$ cat src/rtl/fft_pkg.sv
// Shared defaults, FSM states and the bin-order helper
// for the FFT result readout path.
package fft_pkg;

  localparam int DEF_BIT_WIDTH = 16;
  localparam int DEF_N         = 9;
  localparam int DEF_FFT_SIZE  = 512;

  typedef enum logic [1:0] {
    ST_IDLE,
    ST_STREAM,
    ST_DRAIN
  } state_t;

  // Reverse the low n bits of v; bits at and above n return 0.
  function automatic logic [31:0] bitrev(
    input logic [31:0] v,
    input int          n
  );
    logic [31:0] r;
    r = '0;
    for (int i = 0; i < 32; i++) begin
      if (i < n) r[i] = v[n-1-i];
    end
    return r;
  endfunction

endpackage

$ cat src/rtl/fft_rd_skid.sv
// Two-entry FIFO with a registered head; the head register
// drives the result bus directly.
module fft_rd_skid #(
  parameter int W = 32
) (
  input  logic         clk,
  input  logic         reset,
  input  logic         push,
  input  logic [W-1:0] din,
  input  logic         pop,
  output logic [W-1:0] dout,
  output logic         valid,
  output logic [1:0]   count
);

  logic [W-1:0] head_q;
  logic [W-1:0] spare_q;
  logic [1:0]   cnt_q;

  always_ff @(posedge clk or negedge reset) begin
    if (!reset) begin
      head_q  <= '0;
      spare_q <= '0;
      cnt_q   <= 2'd0;
    end else begin
      unique case (cnt_q)
        2'd0: begin
          if (push) begin
            head_q <= din;
            cnt_q  <= 2'd1;
          end
        end
        2'd1: begin
          if (push && pop) begin
            head_q <= din;
          end else if (push) begin
            spare_q <= din;
            cnt_q   <= 2'd2;
          end else if (pop) begin
            cnt_q <= 2'd0;
          end
        end
        2'd2: begin
          if (pop) begin
            head_q <= spare_q;
            if (push) spare_q <= din;
            else      cnt_q   <= 2'd1;
          end
        end
        default: cnt_q <= 2'd0;
      endcase
    end
  end

  assign dout  = head_q;
  assign valid = (cnt_q != 2'd0);
  assign count = cnt_q;

endmodule

$ cat src/rtl/fft_readout.sv
// Streams one FFT frame out of result RAM in natural bin
// order through a credit-limited read pipe and skid FIFO.
module fft_readout
  import fft_pkg::*;
#(
  parameter int BIT_WIDTH = DEF_BIT_WIDTH,
  parameter int N         = DEF_N,
  parameter int FFT_SIZE  = DEF_FFT_SIZE,
  parameter int BITREV    = 1
) (
  input  logic                   clk,
  input  logic                   reset,
  input  logic                   fft_done,
  output logic                   rd_en,
  output logic [N-1:0]           rd_addr,
  input  logic [2*BIT_WIDTH-1:0] rd_data,
  output logic [2*BIT_WIDTH-1:0] fft_result,
  output logic                   result_valid,
  input  logic                   result_ready,
  output logic                   result_last,
  output logic                   busy,
  output logic                   overrun
);

  localparam logic [N:0] LAST = (N+1)'(FFT_SIZE - 1);
  localparam logic [N:0] ONE  = (N+1)'(1);

  state_t       state_q;
  state_t       state_d;
  logic [N:0]   issue_q;
  logic [N:0]   xfer_q;
  logic         inflight_q;
  logic         overrun_q;
  logic         start;
  logic         pop;
  logic [1:0]   fifo_cnt;
  logic [2:0]   credit;
  logic [N-1:0] addr_lin;
  logic [N-1:0] addr_rev;

  assign start = (state_q == ST_IDLE) && fft_done;
  assign pop   = result_valid && result_ready;

  // A read may go out when the slot freed by this cycle's
  // transfer keeps buffered plus in-flight data within two.
  assign credit = {1'b0, fifo_cnt} + {2'b0, inflight_q};
  assign rd_en  = (state_q == ST_STREAM) &&
                  (credit < (3'd2 + {2'b0, pop}));

  assign addr_lin = issue_q[N-1:0];
  assign addr_rev = N'(bitrev(32'(addr_lin), N));
  assign rd_addr  = (BITREV != 0) ? addr_rev : addr_lin;

  always_ff @(posedge clk or negedge reset) begin
    if (!reset) state_q <= ST_IDLE;
    else        state_q <= state_d;
  end

  always_comb begin
    state_d = state_q;
    unique case (state_q)
      ST_IDLE: begin
        if (fft_done) state_d = ST_STREAM;
      end
      ST_STREAM: begin
        if (rd_en && issue_q == LAST) state_d = ST_DRAIN;
      end
      ST_DRAIN: begin
        if (pop && xfer_q == LAST) state_d = ST_IDLE;
      end
      default: state_d = ST_IDLE;
    endcase
  end

  always_ff @(posedge clk or negedge reset) begin
    if (!reset) begin
      issue_q    <= '0;
      xfer_q     <= '0;
      inflight_q <= 1'b0;
      overrun_q  <= 1'b0;
    end else begin
      inflight_q <= rd_en;
      overrun_q  <= fft_done && (state_q != ST_IDLE);
      if (start) begin
        issue_q <= '0;
        xfer_q  <= '0;
      end else begin
        if (rd_en) issue_q <= issue_q + ONE;
        if (pop)   xfer_q  <= xfer_q + ONE;
      end
    end
  end

  fft_rd_skid #(
    .W(2*BIT_WIDTH)
  ) u_skid (
    .clk   (clk),
    .reset (reset),
    .push  (inflight_q),
    .din   (rd_data),
    .pop   (pop),
    .dout  (fft_result),
    .valid (result_valid),
    .count (fifo_cnt)
  );

  assign result_last = result_valid && (xfer_q == LAST);
  assign busy        = (state_q != ST_IDLE);
  assign overrun     = overrun_q;

endmodule

$ cat config.mk
export PLATFORM = sky130hd
export DESIGN_NAME = fft_readout
export DESIGN_NICKNAME = d
export VERILOG_FILES = /design/src/rtl/fft_pkg.sv /design/src/rtl/fft_rd_skid.sv /design/src/rtl/fft_readout.sv
export SDC_FILE = /design/constraint.sdc
export NUM_CORES = 1
export LEC_CHECK = 0
export ABC_AREA = 0
export CAP_MARGIN = 10
export CORE_ASPECT_RATIO = 0.6
export CORE_MARGIN = 2
export CORE_UTILIZATION = 45
export CTS_CLUSTER_SIZE = 20
export DETAILED_ROUTE_END_ITERATION = 8
export HOLD_SLACK_MARGIN = 0.12
export PLACE_DENSITY = 0.73
export SLEW_MARGIN = 20
export SYNTH_ARGS = -nofsm -noshare
export SYNTH_HDL_FRONTEND = slang
export SYNTH_SLANG_ARGS = --single-unit
$ cat constraint.sdc
create_clock -name clk -period 2.74 [get_ports clk]
set_input_delay 0.685 -clock clk [delete_from_list [all_inputs] [get_ports clk]]
set_output_delay 0.685 -clock clk [all_outputs]
set_load 0.05 [all_outputs]
==> impl_metrics.tcl <==
set metrics [dict create \
    run_status "complete, no violations" \
    setup_viol_count_final 0 \
    postRouteWirelength_mm 8.52 \
    post_route_cells_drive_above_1_share_pct 16.2 \
    met2RoutedLength_mm 3.72 \
    crit_arrival_ps 1930 \
    die_x_um 128 \
    tightest_slew_ps 579 \
    synth.cell_area_mm2 0.00414 \
    num-nets-final 474 \
    dp_slack_ps 124 \
    filler_cell_count 711 \
    path_cells "clkdlybuf4s50_1, o21ai_2, o21a_1, nor3_2, buf_12" \
    first_global_vias 2816 \
    timing.reg2reg.worst_path_depth 6 \
    drc_markers 0 \
    finalCoreUtilization_pct 59.9 \
    cap_violations 0 \
    power-per-cell-area_mw_per_mm2 642 \
    fp-row-count 27 \
    cts_setup_buffers 0 \
    grt_start_max_net_pins 65 \
    core_area_mm2 0.00905 \
    p_leak_nw 2.32 \
    post_synth_inst_count 362 \
    path_max_fanout 4 \
    cp-start-kind "input port" \
    slowest_delay_ps 490 \
    synth_top_flop_cell "dfrtp_1" \
    die-height_um 78.3 \
    via_per_inst 5.29 \
    period_needed_ps 2610 \
    met3_length_um 398 \
    globalRouteOverflowTotal 0 \
    gp_congestion 0.748 \
    drt-wirelength-per-cell_um 15.3 \
    cts_inserted_buffers 9 \
    max-clock-path-buffers 2 \
    timing.max_slew.rel_slack_pct 61.4 \
    tritoncts_clock_tree "done" \
    grt_pass1_wl_mm 14.1 \
    max-vdd-ir-drop_v 0.000362 \
    yosysSeqAreaShare_pct 54.5 \
    port_buffer_cells 81 \
    part_of_the_cycle_the_worst_path_needs_pct 95.4 \
    number_of_distinct_library_cells_after_synthesis 42 \
    required_time_at_the_worst_slack_endpoint_ps 2060 \
    avgSynthCellArea_um2 11.4 \
    pin_count 82 \
    groute.usage.overall_pct 18.0 \
    antennaDiodeCount 0 \
    layout-area-overhead-vs-synth_pct 31.1 \
    die_area_mm2 0.0100 \
    synth-warning-count 0 \
    htree_levels 3 \
    detailed_route_iter0_violations 244 \
    timing.final.hold_violations 0 \
    grt_setup_unrepaired "no" \
    ys_seq_elements 90 \
    cts_hold_buf 0 \
    clkTransAtPathRegs_ps 60 \
    crit_path_top_delay_cell "clkdlybuf4s50_1" \
    detail_route.first_pass.iterations 4 \
    number_of_antenna_violations_at_the_first_check_in_global_routing 0 \
    criticalPathCategory "in2out" \
    achievable-frequency_mhz 383 \
    dp_hpwl_mm 5.71 \
    route.antenna.remaining_nets 0 \
    clk_root_buffer_cell "clkbuf_16" \
    fin_ws_ps 127 \
    worstSkewPairLatency_ps 340 \
    synth.net_count 402 \
    report.final.slew_viol_count 0 \
    start_util_pct 45.7 \
    cp-end-kind "output pin" \
    final_tns_setup_ps 0 \
    dr.max_layer_used "met4" \
    cts_resized 0 \
    worstHoldPathType "in2async" \
    route.vias.total 2936 \
    finClkSkew_ps 6.23 \
    route.layer.met1.wl_mm 4.31 \
    synth_edf_count 0 \
    clock_sink_count 90 \
    synthArstFlopShare_pct 100 \
]
[cells by family after synthesis]
group | Yosys count | share of synthesized area [%]
muxes | 66 | 16.9
DFF | 90 | 54.5
xor gates and xnor gates | 7 | 1.48
AOI/OAI and AO/OA | 70 | 10.0
buffers and inverters | 35 | 4.90
and+or+nand+nor | 90 | 11.0
adders and majority gates | 4 | 1.21
[final cells by class]
type                            count  area [um2]  share of cell area, %
Multi-Input combinational cell    237        1720                   31.8
Sequential cell                    90        2250                   41.5
Timing Repair Buffer               90         918                   16.9
Inverter                            6        22.5                  0.415
Clock inverter                      5         109                   2.01
Tap cell                          116         145                   2.68
Clock buffer                       11         253                   4.66
[placed cells by master, fill, tap and decap left out, types with 4 or more instances in the layout]
| master | instances |
|---|---|
| clkbuf_16 | 9 |
| nor2_1 | 43 |
| a21oi_1 | 45 |
| buf_4 | 9 |
| o21ai_0 | 5 |
| nand3_1 | 4 |
| clkdlybuf4s50_1 | 77 |
| inv_1 | 6 |
| or4_1 | 6 |
| nand2_1 | 10 |
| or3_1 | 4 |
| o31ai_1 | 8 |
| xor2_1 | 4 |
| mux2_2 | 32 |
| buf_12 | 4 |
| dfrtp_1 | 90 |
| mux2i_1 | 34 |
| ha_1 | 4 |
[where the power goes]
group	leakage (nW)	internal [mW]	switching, mW
logic	1.02	0.210	0.347
clock network	0.174	0.947	0.501
registers	1.13	1.42	0.0568
[path summary, 6_finish.rpt]
kind                                                start                              to  slack, ps
min in group clk           u_skid.spare_q[20]$_DFFE_PN0P_  u_skid.spare_q[20]$_DFFE_PN0P_        500
max in group asynchronous                           reset     u_skid.dout[13]$_DFFE_PN0P_       1730
setup reg to reg                     inflight_q$_DFF_PN0_          state_q[0]$_DFFE_PN0P_        420
hold reg to reg            u_skid.spare_q[20]$_DFFE_PN0P_  u_skid.spare_q[20]$_DFFE_PN0P_        500
setup / recovery                             result_ready                           rd_en        130
hold / removal                                      reset     u_skid.dout[23]$_DFFE_PN0P_        340
[stage by stage]
step           cells  cell area (um2)  total power [mW]  hold WS, ps
2_1_floorplan    362             4150              1.81          389
3_3_place_gp     539             5060              2.04          486
3_5_place_dp     539             5060              2.06          494
4_1_cts          555             5420              3.52          364
5_1_grt          555             5420              3.63          370
6_report         555             5420              3.48          338
[critical path, delay by kind of cell]
family / cells / cell delay [ps]
AOI/OAI and AO/OA: 2 / 320
and+or+nand+nor: 1 / 250
buffers and inverters: 2 / 660
[registers in the layout, summed over array words and instances, names as in the netlist]
| register | cells |
|---|---|
| overrun | 1 |
| u_skid.count | 2 |
| xfer_q | 10 |
| u_skid.dout | 32 |
| issue_q | 10 |
| inflight_q | 1 |
| state_q | 2 |
| u_skid.spare_q | 32 |
[synth_stat cells (2+ instances only)]
cell / instances / area, um2
dfrtp_1: 90 / 2250
a21oi_1: 45 / 225
nor2_1: 43 / 161
mux2i_1: 34 / 340
mux2_2: 32 / 360
buf_4: 15 / 113
buf_2: 12 / 60.1
nand2_1: 10 / 37.5
o31ai_1: 8 / 60.1
inv_1: 6 / 22.5
or4_1: 6 / 45.0
o21ai_0: 5 / 25.0
ha_1: 4 / 50.1
nand3_1: 4 / 20.0
nor2b_1: 4 / 25.0
nor3_1: 4 / 20.0
or3_1: 4 / 25.0
xor2_1: 4 / 35.0
nand4_1: 3 / 18.8
nor4_1: 3 / 18.8
xnor2_1: 3 / 26.3
clkbuf_1: 2 / 7.51
nand3_2: 2 / 20.0
[routing by layer]
| metal | track usage, % | up-vias |
|---|---|---|
| met1 | 26.5 | 1426 |
| met5 | 0 | - |
| li1 | - | 1431 |
| met3 | 5.73 | 10 |
| met4 | 4.51 | 0 |
| met2 | 26.0 | 69 |
No activity file was read; power rests on OpenSTA's default activity.
